File: config.mk
export PLATFORM = sky130hd
export DESIGN_NAME = hazard_ctrl
export DESIGN_NICKNAME = d
export VERILOG_FILES = /design/src/rtl/hazard_ctrl.sv
export SDC_FILE = /design/constraint.sdc
export NUM_CORES = 1
export LEC_CHECK = 0
export ABC_AREA = 0
export BUFFER_PORTS_ARGS = -buffer_cell sky130_fd_sc_hd__buf_2
export CAP_MARGIN = 20
export CORE_UTILIZATION = 50
export CTS_CLUSTER_SIZE = 12
export DETAILED_ROUTE_END_ITERATION = 7
export PLACE_DENSITY = 0.78
export SYNTH_ARGS = -nofsm -noshare
export SYNTH_HDL_FRONTEND = slang
export SYNTH_SLANG_ARGS = --single-unit
File: constraint.sdc
create_clock -name CLK -period 2.33 [get_ports CLK]
set_input_delay 0.233 -clock CLK [delete_from_list [all_inputs] [get_ports CLK]]
set_output_delay 0.233 -clock CLK [all_outputs]
set_load 0.01 [all_outputs]
File: src/rtl/hazard_ctrl.sv
// Pipeline hazard and stall controller: per-latch enables/flushes, PC write
// enable, load-use bubbles, data-memory wait, halt and a stall-cycle counter.
module hazard_ctrl #(
    parameter int NLATCH      = 4,
    parameter int LU_BUBBLES  = 1,
    parameter int FLUSH_DEPTH = 2,
    parameter int REG_W       = 5,
    parameter int CNT_W       = 16
) (
    input  logic              CLK,
    input  logic              RST,
    input  logic              ihit,
    input  logic              dhit,
    input  logic              exmem_dreq,
    input  logic              idex_dread,
    input  logic [REG_W-1:0]  idex_rd,
    input  logic [REG_W-1:0]  ifid_rs,
    input  logic [REG_W-1:0]  ifid_rt,
    input  logic              npc_change,
    input  logic              idex_halt,
    input  logic              wb_halt,
    output logic [NLATCH-1:0] stage_en,
    output logic [NLATCH-1:0] stage_flush,
    output logic              pc_wen,
    output logic              halted,
    output logic [CNT_W-1:0]  stall_cnt
);

    typedef enum logic [1:0] {
        RUN       = 2'd0,
        LU_STALL  = 2'd1,
        DMEM_WAIT = 2'd2,
        HALTED    = 2'd3
    } state_t;

    localparam logic [3:0] LP_LOAD = 4'(LU_BUBBLES - 1);
    localparam logic [NLATCH-1:0] LP_RDMASK =
        {NLATCH{1'b1}} >> (NLATCH - FLUSH_DEPTH);
    localparam logic [CNT_W-1:0] LP_ONE = {{(CNT_W-1){1'b0}}, 1'b1};

    state_t            r_state;
    state_t            r_saved;
    logic   [3:0]      r_bub;
    logic   [CNT_W-1:0] r_cnt;

    state_t            w_next;
    state_t            w_saved_nxt;
    state_t            w_eff;
    logic   [3:0]      w_bub_nxt;
    logic   [NLATCH-1:0] w_en;
    logic   [NLATCH-1:0] w_fl;
    logic              w_pc;
    logic              w_lu;
    logic              w_freeze;

    assign w_lu = idex_dread && (idex_rd != '0) &&
                  ((idex_rd == ifid_rs) || (idex_rd == ifid_rt));

    // A miss, or an ongoing wait without dhit, freezes the whole pipe
    assign w_freeze = (exmem_dreq && !dhit) ||
                      ((r_state == DMEM_WAIT) && !dhit);

    // While waiting on memory the saved state decides what happens on dhit
    assign w_eff = (r_state == DMEM_WAIT) ? r_saved : r_state;

    // Prioritised next-state and latch control decode
    always_comb begin
        w_en        = '1;
        w_fl        = '0;
        w_pc        = 1'b1;
        w_next      = r_state;
        w_saved_nxt = r_saved;
        w_bub_nxt   = r_bub;
        if (r_state == HALTED) begin
            w_en = '0;
            w_pc = 1'b0;
        end else if (w_freeze) begin
            w_en   = '0;
            w_pc   = 1'b0;
            w_next = DMEM_WAIT;
            if (r_state != DMEM_WAIT) begin
                w_saved_nxt = r_state;
            end
        end else if (wb_halt) begin
            w_pc   = 1'b0;
            w_next = HALTED;
        end else if (npc_change) begin
            w_fl        = LP_RDMASK;
            w_fl[0]     = 1'b1;
            w_next      = RUN;
            w_saved_nxt = RUN;
            w_bub_nxt   = '0;
        end else if (w_eff == LU_STALL) begin
            w_en[0]   = 1'b0;
            w_fl[1]   = 1'b1;
            w_pc      = 1'b0;
            w_bub_nxt = r_bub - 4'd1;
            w_next    = (r_bub == 4'd1) ? RUN : LU_STALL;
        end else if (w_lu) begin
            w_en[0]   = 1'b0;
            w_fl[1]   = 1'b1;
            w_pc      = 1'b0;
            w_bub_nxt = LP_LOAD;
            w_next    = (LP_LOAD != 4'd0) ? LU_STALL : RUN;
        end else if (idex_halt || !ihit) begin
            w_fl[0] = 1'b1;
            w_pc    = 1'b0;
            w_next  = RUN;
        end else begin
            w_next = RUN;
        end
    end

    // Reset forces every latch to capture a bubble and holds the PC
    assign stage_en    = RST ? '1 : w_en;
    assign stage_flush = RST ? '1 : w_fl;
    assign pc_wen      = RST ? 1'b0 : w_pc;
    assign halted      = !RST && (r_state == HALTED);
    assign stall_cnt   = r_cnt;

    // State, saved state, bubble counter and saturating stall counter
    always_ff @(posedge CLK) begin
        if (RST) begin
            r_state <= RUN;
            r_saved <= RUN;
            r_bub   <= '0;
            r_cnt   <= '0;
        end else begin
            r_state <= w_next;
            r_saved <= w_saved_nxt;
            r_bub   <= w_bub_nxt;
            if (!w_pc && (r_state != HALTED) && (w_next != HALTED) &&
                (r_cnt != '1)) begin
                r_cnt <= r_cnt + LP_ONE;
            end
        end
    end

endmodule

* Word-level counts from Yosys, hierarchy flattened *
Cells that the tools add are included.

cells by class
  $add $sub $neg = 2
  $mul = 0
  div/mod/pow operators = 0
  magnitude comparators = 0
  eq/ne operators = 12
  shift operators = 0
  muxes and demuxes = 40
  bitwise logic cells = 3
  reduce and logical (&&, ||, !) cells = 20

operators with widths
  cell                                                                   number
  2-bit 2-to-1 mux                                                       12
  4-bit 2-to-1 mux                                                       6
  1-bit 2-to-1 mux                                                       21
  16-bit by 1-bit adder with 16-bit output, second input constant        1
  16-bit != test, second input constant                                  1
  5-bit equality test                                                    2
  1-bit logical AND                                                      8
  4-bit AND reduction                                                    2
  2-bit != test, second input constant                                   3
  5-bit nonzero test                                                     1
  2-bit equality test, second input constant                             2
  4-bit by 1-bit equality test with 1-bit output, second input constant  1
  1-bit logical NOT                                                      4
  2-bit by 1-bit != test with 1-bit output, second input constant        2
  4-bit by 1-bit subtractor with 4-bit output, second input constant     1
  1-bit logical OR                                                       3
  3-bit 2-to-1 mux                                                       1
  1-bit inverter                                                         3
  3-bit nonzero test                                                     1
  2-bit by 1-bit equality test with 1-bit output, second input constant  1
  2-bit nonzero test                                                     1

storage, ports and cells
  register bits = 24
  bits in latches = 0
  memory bits (writable) = 0
  ROM bits = 0
  output and inout bits = 26
  logic and storage cells = 81
  memories = 0

* Depth between registers and ports, before layout *
Gate-level depths: netlist (run 1).

  word-level depth = 13
  gate-level depth with buffers = 8

* Worst setup path before layout (run 1) *
Ideal clock, no wire load.

  path type = input to output
  from = input port idex_rd[1]
  to = output port stage_flush[0]
  data arrival time = 1723 ps
  data required time = 2097 ps
  setup slack = 374 ps
  stages on the path = 5
  path buffers = 0
  cells stage by stage = or4_1 o21ai_2 inv_1 and2_1 o41ai_1

between the ends
  cells in the longest elaborated chain, start to end = 10
  elaborated cells on any way between the ends = 13
  classes of those cells = eq/ne (2); mux (7); reduce/logical (4)

RTL lines
  what                                                       line    source
  start, declared                                            16      input logic [REG_W-1:0] idex_rd,
  5-bit equality test or 5-bit nonzero test (tied branches)  57, 56
  1-bit logical OR or 1-bit logical AND (tied branches)      57, 56
  1-bit logical AND (*)                                      56      assign w_lu = idex_dread && (idex_rd != '0) &&
  1-bit 2-to-1 mux (*)                                       99      end else if (w_lu) begin
  1-bit 2-to-1 mux (*)                                       93      end else if (w_eff == LU_STALL) begin
  2-bit 2-to-1 mux (*)                                       87      end else if (npc_change) begin
  2-bit 2-to-1 mux (*)                                       84      end else if (wb_halt) begin
  2-bit 2-to-1 mux (*)                                       77      end else if (w_freeze) begin
  2-bit 2-to-1 mux (*)                                       74      if (r_state == HALTED) begin
  4-bit 2-to-1 mux (*)                                       116     assign stage_flush = RST ? '1 : w_fl;
  end, declared                                              23      output logic [NLATCH-1:0] stage_flush,

Every way passes the cells marked *; elsewhere a longest branch is shown, timed or not.

* Worst setup path after layout (run 1) *
Same ends and word-level chain as after synthesis.

==> results of run 1 <==
## placed cells by master (no fill, tap or decap), drive strengths merged, types with 5 or more instances in the layout
cell / count
inv: 5
nor2b: 10
buf: 51
nor3: 9
nand3: 10
nand2b: 6
dfxtp: 24
mux2: 6
a21oi: 19
nand2: 12
o21ai: 13
nand4: 5
xnor2: 10
or4: 5
nor2: 17
## final cells by class
cell class / count / area share (%)
Tap cell: 44 / 2.81
Multi-Input combinational cell: 165 / 56.6
Sequential cell: 24 / 24.5
Clock buffer: 4 / 1.85
Inverter: 5 / 0.957
Timing Repair Buffer: 51 / 13.3
## worst register-to-register path: cells and delay by family, from the launching register on
family	cells	cell delay (ns)
compound gates	3	0.66
flops	1	0.51
mux	1	0.35
simple gates	2	0.42
## power breakdown
| part | switching (W) | internal (W) |
|---|---|---|
| Clock | 0.000131 | 0.0000957 |
| Sequential | 0.00000950 | 0.000419 |
| Combinational | 0.000107 | 0.0000802 |
| Total | 0.000247 | 0.000595 |
## state kept, by name, indices dropped and copies added (netlist names)
name	flops
stall_cnt	16
r_state	2
r_saved	2
r_bub	4
## kinds of logic after synthesis
| group | share of synthesized area (%) |
|---|---|
| AO/OA/AOI/OAI | 19.1 |
| XOR/XNOR | 5.19 |
| adder cells (fa/ha/maj) | 2.22 |
| buffers and inverters | 6.08 |
| flip-flops | 28.5 |
| multiplexers | 4.45 |
| AND/OR/NAND/NOR | 34.5 |
## repair_timing
action,in CTS,in global routing
gates resized for setup,0,2
setup buffers,0,0
setup endpoints to repair,0,1
hold buffers,0,0
## worst max-delay path by stage
| stage | start | end | slack (ns) |
|---|---|---|---|
| after CTS | r_state[0]$_SDFF_PP0_ | stage_flush[0] | 0.03 |
| after detailed placement | idex_rd[1] | stage_flush[0] | 0.16 |
| after global placement | idex_rd[1] | stage_flush[0] | 0.16 |
| after floorplan | idex_rd[1] | stage_flush[0] | 0.37 |
| final | idex_rd[1] | stage_flush[0] | 0.13 |
| after global routing | r_state[0]$_SDFF_PP0_ | stage_flush[0] | 0.06 |
## layer usage
metal | global-route usage, % | part of all wire, %
met5 | 0 | 0
met4 | 3.65 | 0.59
met3 | 4.55 | 3.7
met2 | 33.0 | 48
met1 | 27.9 | 47
## per-stage QoR
step | hold slack [ns] | setup WS, ns | power (W) | instance area, um2
floorplan | 0.385 | 0.374 | 0.000571 | 1690
global placement | 0.469 | 0.160 | 0.000618 | 1920
detailed placement | 0.472 | 0.156 | 0.000622 | 1920
CTS | 0.219 | 0.0313 | 0.000849 | 1960
global route | 0.250 | 0.0613 | 0.000893 | 1960
finish | 0.225 | 0.131 | 0.000842 | 1960
==> results.py, run 1 <==
metrics = {
    "detailed_routing": {
        "drt_iter0_markers": 117,
        "first_pass_iters": 5,
        "viasPerCell": 5.57,
        "wl_per_cell_um": 12.1,
        "postRouteWirelength_mm": 3.54,
        "drc": 0,
        "ant_nets": 0,
        "vias": 1633,
    },
    "timing": {
        "worst_pin_slew_ns": 0.508,
        "slew_violations": 0,
        "fmax_ghz": 0.455,
        "rsz0062_at_grt": "false",
        "finalSetupViolCount": 0,
        "finalCriticalPeriod_ns": 2.20,
        "hold_violations": 0,
        "slew_headroom_pct": 66.1,
        "fin_crit_sh_pct": 94.4,
        "final.setup.tns_ns": 0,
        "clock_skew_ns": 0.00789,
    },
    "clocking": {
        "cts-root-buf": "clkbuf_4",
        "clkLatencyLatePin_ns": 0.33,
        "cts.sinks": 24,
        "path_clk_slew_ns": 0.14,
        "numCtsBuffers": 3,
        "h-tree-depth": 1,
        "cts_tree": "done",
        "clock_path_buffers": 2,
    },
    "synth": {
        "avgSynthCellArea_um2": 8.15,
        "synthDistinctLibCells": 49,
        "synth_nets": 234,
        "synth_common_cells": "dfxtp_1 (24), a21oi_1 (19), nor2_1 (16), o21ai_0 (12), nand2_1 (11)",
        "synth_top_area_share_pct": 28.5,
        "seq_area_frac_synth_pct": 28.5,
        "async_reset_ff_share_pct": 0,
        "ys_seq_elements": 24,
        "yosys.area.top_type": "dfxtp_1",
        "synth_most_common_cell": "dfxtp_1",
        "yosys_most_used_dff": "dfxtp_1",
        "syn_inst": 207,
        "ys_warn_count": 0,
        "synth_edf_count": 0,
        "synth.area.top_cells": "dfxtp_1 (28%), a21oi_1 (5.6%), xnor2_1 (5.2%)",
        "synth_area_um2": 1690,
    },
    "floorplan": {
        "die_h_um": 60.1,
        "ios": 50,
        "core-area_um2": 3130,
        "rows": 20,
        "die_w_um": 60.1,
        "die-area_um2": 3610,
        "initial_core_util_pct": 54.0,
    },
    "place": {
        "gp_congestion": 0.796,
        "hpwl_mm": 2.67,
        "portBuffers": 49,
        "placed_cells": 289,
    },
    "min_path": {
        "min_path_cells": 3,
        "hold_end": "r_state[1]$_SDFF_PP0_",
        "hp-start": "wb_halt",
        "hold_class": "in -> reg",
    },
    "final_layout": {
        "layout.cells.non_filler": 293,
        "synthToLayoutAreaGrowth_pct": 16.2,
        "final_nets": 277,
        "final_util_pct": 62.7,
        "register_area_um2": 480,
        "final.fill_count": 307,
        "drive_gt1_share_pct": 32.5,
        "multiInputGateArea_um2": 1110,
        "diodes": 0,
    },
    "worst_setup_path": {
        "crit_cells": 7,
        "slowest_delay_ns": 0.54,
        "crit_path_end_kind": "primary output",
        "path_max_fanout": 3,
        "rrSetupSlack_ns": 0.29,
        "cp_num_buf_inv": 3,
        "rr_startpoint": "r_state[1]$_SDFF_PP0_",
        "worstSetupPathType": "in -> out",
        "reg2reg_depth": 6,
        "cpMostUsedCell": "buf_2",
        "crit_arrival_ns": 1.97,
        "cp.required_ns": 2.10,
        "worstSetupStartpointType": "primary input",
        "critPathTopFamily": "simple AND/OR/NAND/NOR gates",
        "crit_chain": "buf_2, or4_1, o21ai_2, inv_1, and2_1, o41ai_1, buf_2",
        "crit_slowest_cell": "or4_1",
        "r2r-end": "stall_cnt[3]$_SDFFE_PP0P_",
    },
    "power": {
        "leakagePower_nw": 0.771,
        "power_density_nw_per_um2": 429,
        "irDropWorstVdd_mv": 0.317,
    },
    "global_routing": {
        "grt_pass1_vias": 1312,
        "grt_pass1_wl_mm": 5.71,
        "track_usage_pct": 20.4,
        "antenna_found_initial": 0,
        "gr-total-overflow": 0,
        "grt_max_degree": 31,
    },
    "job": {
        "cap_violations": 0,
    },
    "run_status": {
        "status": "finished clean",
    },
}
(Power assumes the default switching activity.)
==> run 2, diff against run 1 <==
--- a/config.mk
+++ b/config.mk
@@ -6,7 +6,7 @@
 export NUM_CORES = 1
 export LEC_CHECK = 0
 export ABC_AREA = 0
-export BUFFER_PORTS_ARGS = -buffer_cell sky130_fd_sc_hd__buf_2
+export BUFFER_PORTS_ARGS = -buffer_cell sky130_fd_sc_hd__clkbuf_2
 export CAP_MARGIN = 20
 export CORE_UTILIZATION = 50
 export CTS_CLUSTER_SIZE = 12
==> run 2 against run 1 <==
Against the previous run: total power is 1.2% lower; utilization stayed put; critical path depth stayed put; combinational power hardly changed; largest cell class unchanged.
==> results.py, run 2 (synthesized netlist as in run 1, its figures left out) <==
metrics = {
    "worst_setup_path": {
        "cp.required_ns": 2.10,
        "crit_slowest_cell": "or4_1",
        "cpMostUsedCell": "clkbuf_2",
        "slowest_delay_ns": 0.54,
        "crit_path_end_kind": "primary output",
        "path_max_fanout": 3,
        "crit_chain": "clkbuf_2, or4_1, o21ai_2, inv_1, and2_1, o41ai_1, clkbuf_2",
        "worstSetupPathType": "in -> out",
        "worstSetupStartpointType": "primary input",
        "crit_arrival_ns": 1.93,
    },
    "timing": {
        "setup_ws_ns": 0.171,
        "worst_pin_slew_ns": 0.448,
        "finalSetupViolCount": 0,
        "fmax_ghz": 0.463,
        "hold_violations": 0,
        "final.setup.tns_ns": 0,
        "fin_crit_sh_pct": 92.7,
        "clock_skew_ns": 0.00230,
        "rsz0062_at_grt": "false",
        "slew_headroom_pct": 69.8,
        "finalCriticalPeriod_ns": 2.16,
        "slew_violations": 0,
    },
    "detailed_routing": {
        "first_pass_iters": 4,
        "ant_nets": 0,
        "viasPerCell": 5.37,
        "wl_per_cell_um": 12.0,
        "drt_iter0_markers": 47,
        "vias": 1572,
        "drc": 0,
        "postRouteWirelength_mm": 3.52,
    },
    "power": {
        "power.switching_w": 0.000238,
        "power_density_nw_per_um2": 424,
        "swShare_pct": 28.6,
        "internal_power_w": 0.000594,
        "clockPowerShare_pct": 26.0,
        "p_comb_share_pct": 22.5,
        "pwr-share-seq_pct": 51.5,
        "irDropWorstVdd_mv": 0.434,
        "leakagePower_nw": 0.765,
    },
    "job": {
        "cap_violations": 0,
    },
    "clocking": {
        "cts.sinks": 24,
        "cts_setup_buffers": 0,
        "cts-root-buf": "clkbuf_4",
        "h-tree-depth": 1,
        "path_clk_slew_ns": 0.12,
        "cts_tree": "done",
        "numCtsBuffers": 3,
        "clkLatencyLatePin_ns": 0.31,
        "clock_path_buffers": 2,
    },
    "global_routing": {
        "antenna_found_initial": 0,
        "gr-total-overflow": 0,
        "grt_pass1_vias": 1321,
        "grt_pass1_wl_mm": 5.62,
        "track_usage_pct": 20.3,
        "grt_max_degree": 24,
    },
    "floorplan": {
        "die-area_um2": 3610,
        "initial_core_util_pct": 54.0,
        "rows": 20,
        "die_w_um": 60.1,
        "ios": 50,
        "core-area_um2": 3130,
        "die_h_um": 60.1,
    },
    "final_layout": {
        "final_common_cell": "clkbuf_2",
        "drive_gt1_share_pct": 32.5,
        "largest_reg_flops": 16,
        "synthToLayoutAreaGrowth_pct": 16.2,
        "final_nets": 277,
        "final_cell_mix": "clkbuf_2 (49), dfxtp_1 (24), a21oi_1 (18), nor2_1 (16), o21ai_0 (12)",
        "diodes": 0,
    },
    "place": {
        "hpwl_mm": 2.71,
        "portBuffers": 49,
        "pre_cts_ws_ns": 0.168,
        "gp_congestion": 0.799,
    },
    "min_path": {
        "hold_class": "in -> reg",
    },
    "run_status": {
        "status": "finished clean",
    },
}
-- run 2: path summary, 6_finish.rpt --
path	startpoint	slack (ns)	cells past startpoint	to
hold / removal	wb_halt	0.26	3	r_state[1]$_SDFF_PP0_
setup / recovery	idex_rd[1]	0.17	7	stage_flush[0]
hold reg to reg	r_saved[1]$_SDFFE_PP0P_	0.48	1	r_saved[1]$_SDFFE_PP0P_
setup reg to reg	r_state[1]$_SDFF_PP0_	0.28	6	stall_cnt[8]$_SDFFE_PP0P_
-- run 2: cell type report --
class | count | area, um2
Inverter | 5 | 18.8
Sequential cell | 24 | 480
Timing Repair Buffer | 51 | 260
Clock buffer | 4 | 36.3
Tap cell | 44 | 55.1
Fill cell | 299 | 1170
Multi-Input combinational cell | 165 | 1110
-- run 2: critical path: cells and delay by family --
family,cells,cell delay [ns]
simple gates,2,0.72
compound gates,2,0.57
buf+inv,3,0.41
-- run 2: what timing repair did --
item	4_1_cts	5_1_grt
resized for setup	0	2
hold buffers	0	0
setup endpoints to repair	0	1
-- run 2: per-layer routing --
metal | vias up | share of wire (%) | wire [um] | track usage, %
li1 | 825 | - | - | -
met1 | 716 | 48 | 1700 | 25.2
met2 | 29 | 48 | 1680 | 35.9
met3 | 2 | 3.5 | 124 | 4.11
met4 | 0 | 0.37 | 13 | 3.65
met5 | - | 0 | 0 | 0
-- run 2: power groups by stage --
| stage | clock network [W] | registers (W) | logic, W |
|---|---|---|---|
| 2_1_floorplan | 0 | 0.000435 | 0.000136 |
| 3_3_place_gp | 0 | 0.000437 | 0.000181 |
| 3_5_place_dp | 0 | 0.000437 | 0.000184 |
| 4_1_cts | 0.000229 | 0.000428 | 0.000186 |
| 5_1_grt | 0.000247 | 0.000430 | 0.000206 |
| 6_report | 0.000216 | 0.000428 | 0.000187 |
-- run 2: stage by stage --
step	std cells	cell area (um2)	utilization, %	total power (W)	hold WS (ns)
after global placement	289	1920	61.4	0.000618	0.465
after global routing	293	1960	62.7	0.000883	0.258
after detailed placement	289	1920	61.4	0.000621	0.470
after floorplan	207	1690	-	0.000571	0.385
final	293	1960	62.7	0.000832	0.259
after CTS	293	1960	62.5	0.000843	0.235
==> run 3, diff against run 2 <==
--- a/config.mk
+++ b/config.mk
@@ -8,6 +8,7 @@
 export ABC_AREA = 0
 export BUFFER_PORTS_ARGS = -buffer_cell sky130_fd_sc_hd__clkbuf_2
 export CAP_MARGIN = 20
+export CORE_MARGIN = 4
 export CORE_UTILIZATION = 50
 export CTS_CLUSTER_SIZE = 12
 export DETAILED_ROUTE_END_ITERATION = 7
==> run 3 against run 2 <==
Against the previous run: register-to-register slack lost 0.03 ns; fmax shrank 0.17%; setup slack lost 0.0036 ns; cell count shrank 0.34%; combinational power is essentially flat; total power shrank 3.7%; critical endpoint unchanged.
==> results.py, run 3 (synthesized netlist as in run 1, its figures left out) <==
metrics = {
    "final_layout": {
        "synthToLayoutAreaGrowth_pct": 15.6,
        "finalInstanceArea_um2": 1950,
        "final_nets": 277,
        "final_cell_mix": "clkbuf_2 (49), dfxtp_1 (24), a21oi_1 (19), nor2_1 (16), o21ai_0 (12)",
        "final_common_cell": "clkbuf_2",
        "final.fill_count": 297,
        "largest_reg_flops": 16,
        "diodes": 0,
        "drive_gt1_share_pct": 32.3,
    },
    "timing": {
        "finalCriticalPeriod_ns": 2.16,
        "final.setup.tns_ns": 0,
        "slew_headroom_pct": 68.0,
        "worst_pin_slew_ns": 0.476,
        "clock_skew_ns": 0.00641,
        "fmax_ghz": 0.462,
        "finalSetupViolCount": 0,
        "slew_violations": 0,
        "hold_violations": 0,
        "fin_crit_sh_pct": 92.8,
        "rsz0062_at_grt": "false",
    },
    "global_routing": {
        "gr-total-overflow": 0,
        "grt_pass1_vias": 1460,
        "grt_pass1_wl_mm": 6.22,
        "track_usage_pct": 18.0,
        "antenna_found_initial": 0,
        "grt_max_degree": 25,
    },
    "power": {
        "power_density_nw_per_um2": 411,
        "irDropWorstVdd_mv": 0.236,
        "total_power_w": 0.000801,
        "leakagePower_nw": 0.761,
    },
    "clocking": {
        "numCtsBuffers": 3,
        "clock_path_buffers": 2,
        "cts-root-buf": "clkbuf_4",
        "path_clk_slew_ns": 0.12,
        "cts.sinks": 24,
        "cts_tree": "done",
        "h-tree-depth": 1,
        "clkLatencyLatePin_ns": 0.32,
        "cts_setup_buffers": 0,
    },
    "worst_setup_path": {
        "path_max_fanout": 9,
        "crit_path_end_kind": "primary output",
        "crit_slowest_cell": "o41ai_2",
        "rr_startpoint": "r_state[1]$_SDFF_PP0_",
        "cp.required_ns": 2.10,
        "crit_cells": 5,
        "cp_num_buf_inv": 1,
        "r2r-end": "stall_cnt[8]$_SDFFE_PP0P_",
        "crit_chain": "nand2b_1, a21oi_1, nand2b_2, o41ai_2, clkbuf_2",
        "crit_arrival_ns": 1.93,
        "critPathTopFamily": "compound AO/OA/AOI/OAI gates",
        "slowest_delay_ns": 0.39,
        "worstSetupStartpointType": "register",
        "reg2reg_depth": 6,
        "rrSetupSlack_ns": 0.25,
        "worstSetupPathType": "reg -> out",
    },
    "job": {
        "cap_violations": 0,
    },
    "floorplan": {
        "ios": 50,
        "die-area_um2": 4370,
        "initial_core_util_pct": 53.5,
        "die_w_um": 66.1,
        "core-area_um2": 3150,
        "rows": 20,
        "die_h_um": 66.1,
    },
    "run_status": {
        "status": "finished clean",
    },
    "min_path": {
        "min_path_cells": 3,
        "hp-start": "wb_halt",
        "hold_end": "r_state[1]$_SDFF_PP0_",
        "hold_class": "in -> reg",
    },
    "detailed_routing": {
        "wl_per_cell_um": 13.1,
        "first_pass_iters": 4,
        "ant_nets": 0,
        "viasPerCell": 5.50,
        "drt_iter0_markers": 88,
        "drc": 0,
        "postRouteWirelength_mm": 3.81,
        "vias": 1605,
    },
    "place": {
        "gp_congestion": 0.772,
        "hpwl_mm": 2.95,
        "portBuffers": 49,
        "dpl_cell_area_um2": 1920,
    },
}
[run 3: cell count changes in the layout (fill, tap and decap cells not counted), sizes merged]
cell | before | now
clkbuf | 53 | 52
[run 3: power breakdown]
part           switching (W)  total, W  internal (W)
sequential        0.00000926  0.000428      0.000418
combinational       0.000110  0.000190     0.0000801
clock               0.000123  0.000184     0.0000606
[run 3: layer usage]
layer | track usage (%) | vias up | routed length [um]
li1 | - | 830 | -
met1 | 21.2 | 740 | 1730
met2 | 32.3 | 31 | 1890
met3 | 4.25 | 4 | 162
met4 | 4.57 | 0 | 33
met5 | 0 | - | 0
[run 3: metrics by stage]
step / utilization (%) / cells / worst slack, ns / hold WS [ns]
3_5_place_dp: 60.9 / 289 / 0.151 / 0.476
4_1_cts: 61.6 / 292 / 0.0384 / 0.231
6_report: 61.9 / 292 / 0.168 / 0.253
3_3_place_gp: 60.9 / 289 / 0.146 / 0.464
5_1_grt: 61.9 / 292 / 0.0103 / 0.241
2_1_floorplan: - / 207 / 0.374 / 0.385
[run 3: cell type report]
cell class | count | area, um2 | area share, %
Multi-Input combinational cell | 165 | 1110 | 57.1
Sequential cell | 24 | 480 | 24.6
Timing Repair Buffer | 51 | 260 | 13.3
Tap cell | 44 | 55.1 | 2.82
Clock buffer | 3 | 22.5 | 1.15
Inverter | 5 | 18.8 | 0.962
[run 3: timing repair]
item                                   CTS  global route
endpoints found under the hold margin    0             0
gates resized for setup                  0             2
hold buffers                             0             0
setup endpoints to repair                0             1
[run 3: how the worst max path moves through the flow]
stage                                startpoint              to  slack, ns
after floorplan                      idex_rd[1]  stage_flush[0]       0.37
final                     r_state[0]$_SDFF_PP0_  stage_flush[0]       0.17
after global routing      r_state[0]$_SDFF_PP0_  stage_flush[0]       0.01
after detailed placement             idex_rd[1]  stage_flush[0]       0.15
after global placement               idex_rd[1]  stage_flush[0]       0.15
after CTS                 r_state[0]$_SDFF_PP0_  stage_flush[0]       0.04
[run 3: worst min-delay path, stage by stage]
cell and delay, ns:
clkbuf_2 0.12, nor2b_1 0.10, nor2_1 0.09
